[src/rtl/lsu_ctrl.sv]
// Load/store unit controller: issues one memory request per accepted op,
// waits for the acknowledge with a bounded timeout, then writes back to the register file.
module lsu_ctrl #(
    parameter int unsigned WAIT_LIMIT = 255
) (
    input  logic       clk,
    input  logic       reset,
    input  logic       op_valid,
    input  logic       op_store,
    input  logic       op_ptr_update,
    input  logic [7:0] op_ptr_delta,
    input  logic [7:0] addr_lo,
    input  logic [7:0] addr_hi,
    input  logic [7:0] store_data,
    output logic       op_ready,
    output logic       mem_req,
    output logic       mem_we,
    output logic [15:0] mem_addr,
    output logic [7:0] mem_wdata,
    input  logic       mem_ack,
    input  logic [7:0] mem_rdata,
    output logic       rf_write_en,
    output logic       rf_add,
    output logic [7:0] rf_din,
    output logic [7:0] rf_constant,
    output logic       done,
    output logic       err
);

    typedef enum logic [1:0] {
        IDLE = 2'd0,
        REQ  = 2'd1,
        WB   = 2'd2
    } state_t;

    localparam logic [7:0] LIMIT = 8'(WAIT_LIMIT);

    state_t     state;
    logic       store_q;
    logic       upd_q;
    logic [7:0] delta_q;
    logic [7:0] wait_cnt;
    logic [7:0] wait_next;

    assign wait_next = wait_cnt + 8'd1;

    // The memory request fields are loaded only at accept, so they stay frozen while the op is outstanding.
    always_ff @(posedge clk or negedge reset) begin
        if (!reset) begin
            state       <= IDLE;
            op_ready    <= 1'b1;
            mem_req     <= 1'b0;
            mem_we      <= 1'b0;
            mem_addr    <= 16'd0;
            mem_wdata   <= 8'd0;
            rf_write_en <= 1'b0;
            rf_add      <= 1'b0;
            rf_din      <= 8'd0;
            rf_constant <= 8'd0;
            done        <= 1'b0;
            err         <= 1'b0;
            store_q     <= 1'b0;
            upd_q       <= 1'b0;
            delta_q     <= 8'd0;
            wait_cnt    <= 8'd0;
        end else begin
            done        <= 1'b0;
            rf_write_en <= 1'b0;
            rf_add      <= 1'b0;
            case (state)
                IDLE: begin
                    if (op_valid) begin
                        mem_addr  <= {addr_hi, addr_lo};
                        mem_wdata <= store_data;
                        mem_we    <= op_store;
                        store_q   <= op_store;
                        upd_q     <= op_ptr_update;
                        delta_q   <= op_ptr_delta;
                        err       <= 1'b0;
                        wait_cnt  <= 8'd0;
                        mem_req   <= 1'b1;
                        op_ready  <= 1'b0;
                        state     <= REQ;
                    end
                end
                REQ: begin
                    // An ack always wins, even in the cycle the wait counter would expire.
                    if (mem_ack) begin
                        mem_req     <= 1'b0;
                        mem_we      <= 1'b0;
                        done        <= 1'b1;
                        rf_write_en <= !store_q;
                        rf_add      <= upd_q;
                        if (!store_q) begin
                            rf_din <= mem_rdata;
                        end
                        if (upd_q) begin
                            rf_constant <= delta_q;
                        end
                        state <= WB;
                    end else begin
                        wait_cnt <= wait_next;
                        if (wait_next == LIMIT) begin
                            mem_req  <= 1'b0;
                            mem_we   <= 1'b0;
                            err      <= 1'b1;
                            op_ready <= 1'b1;
                            state    <= IDLE;
                        end
                    end
                end
                WB: begin
                    op_ready <= 1'b1;
                    state    <= IDLE;
                end
                default: begin
                    mem_req  <= 1'b0;
                    mem_we   <= 1'b0;
                    op_ready <= 1'b1;
                    state    <= IDLE;
                end
            endcase
        end
    end

endmodule

[config.mk]
export PLATFORM = sky130hd
export DESIGN_NAME = lsu_ctrl
export DESIGN_NICKNAME = d
export VERILOG_FILES = /design/src/rtl/lsu_ctrl.sv
export SDC_FILE = /design/constraint.sdc
export NUM_CORES = 1
export LEC_CHECK = 0
export CAP_MARGIN = 25
export CORE_ASPECT_RATIO = 1.25
export CORE_UTILIZATION = 35
export CTS_CLUSTER_DIAMETER = 60
export DETAILED_ROUTE_END_ITERATION = 6
export GPL_TIMING_DRIVEN = 0
export PLACE_DENSITY = 0.62
export SLEW_MARGIN = 5
export SYNTH_ARGS = -nofsm -noshare
export SYNTH_HDL_FRONTEND = slang
export SYNTH_SLANG_ARGS = --single-unit
export TNS_END_PERCENT = 20
[constraint.sdc]
create_clock -name clk -period 2.17 [get_ports clk]
set_input_delay 0.217 -clock clk [delete_from_list [all_inputs] [get_ports clk]]
set_output_delay 0.217 -clock clk [all_outputs]
set_load 0.01 [all_outputs]
==> results.json <==
{
  "drc": 0,
  "grt_pass1_vias": 1829,
  "min_period_over_period_pct": 92.6,
  "end_kind": "flop",
  "die-area_um2": 8040,
  "relSlewSlack_pct": 49.4,
  "numClockSinks": 67,
  "die_w_um": 80.4,
  "p_total_uw": 5020,
  "synth-compound-area-share_pct": 5.16,
  "hold_viol": 0,
  "maxSlewViolCount": 0,
  "synthFlopType": "dfrtp_1",
  "grt_pass1_wl_um": 9010,
  "synth_area_leader_cell": "dfrtp_1",
  "worstHoldPathType": "input pin to asynchronous set/reset pin",
  "netlist_area_um2": 2690,
  "first_pass_iters": 4,
  "ys_seq_area_share_pct": 62.4,
  "finClkSkew_ns": 0.00757,
  "syn2layout_area_growth_pct": 48.7,
  "overflow": 0,
  "hold_ws_ns": 0.412,
  "critical_path_required_ns": 2.39,
  "synth_nets": 234,
  "clock_path_buffers": 2,
  "synth-edff-count": 0,
  "grt_max_degree": 68,
  "core_um2": 7400,
  "cts_tree": "yes",
  "fin_crit_ns": 2.01,
  "die_y_um": 100,
  "fill_cells": 659,
  "synth_cell_types": 33,
  "portBuffers": 92,
  "wirelength_um": 5600,
  "synthXorXnorAreaFrac_pct": 1.30,
  "status": "finished, final reports clean",
  "drv_cap": 0,
  "hpwl_um": 3880,
  "synth-seq-cells": 67,
  "synth_simple_gate_area_share_pct": 6.84,
  "synth_top_cells_by_area": "dfrtp_1, mux2_2, o21ai_0",
  "nets": 339,
  "yosys_warnings": 0,
  "yosys.area_share.adder_pct": 0.930,
  "drive_gt1_share_pct": 27.7,
  "globalRouteTotalUtil_pct": 15.0,
  "leakage_uw": 0.00166,
  "drt_iter0_drc": 74,
  "clock.fmax_ghz": 0.498,
  "place.gp.congestion": 0.780,
  "clkLatencyLatePin_ns": 0.34,
  "cts_buffers": 9,
  "cp_max_fo": 10,
  "vdd_drop_max_mv": 0.653,
  "cts_setup_buffers": 0,
  "synth_top_family_by_area": "multiplexers",
  "netlist.area_leader.share_pct": 61.4,
  "final_antenna_net_count": 0,
  "wire_per_inst_um": 14.4,
  "io_pins": 93,
  "setup-violations-final": 0,
  "avgSynthCellArea_um2": 14.5,
  "vias_per_cell": 4.78,
  "cts-root-buf": "clkbuf_8",
  "power_density_nw_per_um2": 1260,
  "syn_inst": 186,
  "diodes": 0,
  "async_flop_share_pct": 100,
  "synthMuxAreaShare_pct": 21.7,
  "worstMarginPinSlew_ns": 0.758,
  "initial_core_util_pct": 36.3,
  "cp-start-kind": "flop",
  "vias": 1853,
  "rows": 35,
  "h-tree-depth": 3,
  "grt_antenna_before_repair": 0,
  "critPathKind": "flop to flop",
  "cp.arrival_ns": 2.23,
  "rr_worst_depth": 4,
  "rsz0062_at_grt": "false",
  "clk_pin_slew_ns": 0.07
}
-- metrics by stage --
step	instance area, µm²	TNS, ns	utilization (%)	instances	setup WS, ns
floorplan	2690	0	-	186	0.456
global placement	3730	-99.11	50.3	370	-1.44
detailed placement	3750	-1.64	50.7	371	-0.0767
CTS	4000	0	54.1	388	0.0941
global route	4000	0	54.1	388	0.0103
finish	4000	0	54.1	388	0.160
-- repair_timing --
action / in CTS / in global routing
hold buffers: 1 / 0
hold endpoints to repair: 66 / 0
gates resized for setup: 0 / 0
setup endpoints to repair: 0 / 0
-- final timing paths --
path / from / to / slack (ns)
max reg2reg: state[1]$_DFFE_PN0P_ / mem_wdata[7]$_DFFE_PN0P_ / 0.16
min reg2reg: delta_q[1]$_DFFE_PN0P_ / rf_constant[1]$_DFFE_PN0P_ / 0.50
max: state[1]$_DFFE_PN0P_ / mem_wdata[7]$_DFFE_PN0P_ / 0.16
max in group asynchronous: reset / mem_addr[6]$_DFFE_PN0P_ / 1.47
min in group clk: op_ptr_delta[5] / delta_q[5]$_DFFE_PN0P_ / 0.48
min: reset / state[1]$_DFFE_PN0P_ / 0.41
-- layer usage --
layer	track usage, %	share of wire, %	vias to the layer above
met5	0	0	-
li1	-	-	869
met3	3.64	4.7	10
met4	8.65	2.3	0
met2	23.8	49	56
met1	18.5	44	918
-- where the power goes --
| part | total (µW) | internal [µW] | switching [µW] |
|---|---|---|---|
| Clock | 1240 | 761 | 475 |
| Combinational | 1790 | 1140 | 652 |
| Sequential | 1990 | 1740 | 256 |
-- Yosys cell counts, types with 2 or more instances --
| library cell | instances |
|---|---|
| a21oi_1 | 2 |
| buf_2 | 4 |
| clkbuf_1 | 2 |
| dfrtp_1 | 66 |
| ha_1 | 2 |
| inv_1 | 3 |
| mux2_2 | 50 |
| mux2i_1 | 2 |
| nand2_1 | 8 |
| nand3_1 | 2 |
| nand4_1 | 2 |
| nor2_1 | 5 |
| nor2b_1 | 3 |
| nor3b_1 | 3 |
| o21ai_0 | 11 |
| o22ai_1 | 2 |
| xor2_1 | 3 |
-- final cells by class --
type                       instances  area, µm²  area share [%]
sequential                        67       1680            41.9
buffer                             7       35.0           0.876
inverter                           3       11.3           0.281
clock inverter                     7        116            2.91
clock buffer                       9        124            3.10
multi-input combinational        109        966            24.1
tap                               92        115            2.88
timing repair buffer              94        956            23.9
-- cells by family (layout without fill, tap and decap cells) --
family,count (synthesis),in the layout
AO/OA/AOI/OAI,20,20
XOR/XNOR,4,4
adder cells (fa/ha/maj),2,2
buffers and inverters,10,120
flip-flops,67,67
multiplexers,52,52
AND/OR/NAND/NOR,31,31
-- state kept, by name (all words and copies together), names as in the netlist, 2 cells and up --
| name | cells |
|---|---|
| delta_q | 8 |
| mem_addr | 16 |
| mem_wdata | 8 |
| rf_constant | 8 |
| rf_din | 8 |
| state | 2 |
| wait_cnt | 8 |
-- worst max-delay path, cell delays in order, from the launching register on --
cell and delay, ns:
dfrtp_1 0.36, clkbuf_1 0.20, nor3b_2 0.57, buf_2 0.37, mux2_2 0.38
-- placed cells by master (no fill, tap or decap), types with 3 or more instances in the layout --
| cell type | Yosys | final |
|---|---|---|
| clkbuf_8 | 0 | 9 |
| nor3b_1 | 3 | 3 |
| buf_2 | 4 | 4 |
| nor2_1 | 5 | 5 |
| dfrtp_1 | 66 | 66 |
| nor2b_1 | 3 | 3 |
| o21ai_0 | 11 | 11 |
| xor2_1 | 3 | 3 |
| bufinv_16 | 0 | 3 |
| nand2_1 | 8 | 8 |
| inv_1 | 3 | 3 |
| mux2_2 | 50 | 50 |
| clkdlybuf4s50_1 | 0 | 91 |
No activity file was read; power rests on OpenSTA's default activity.
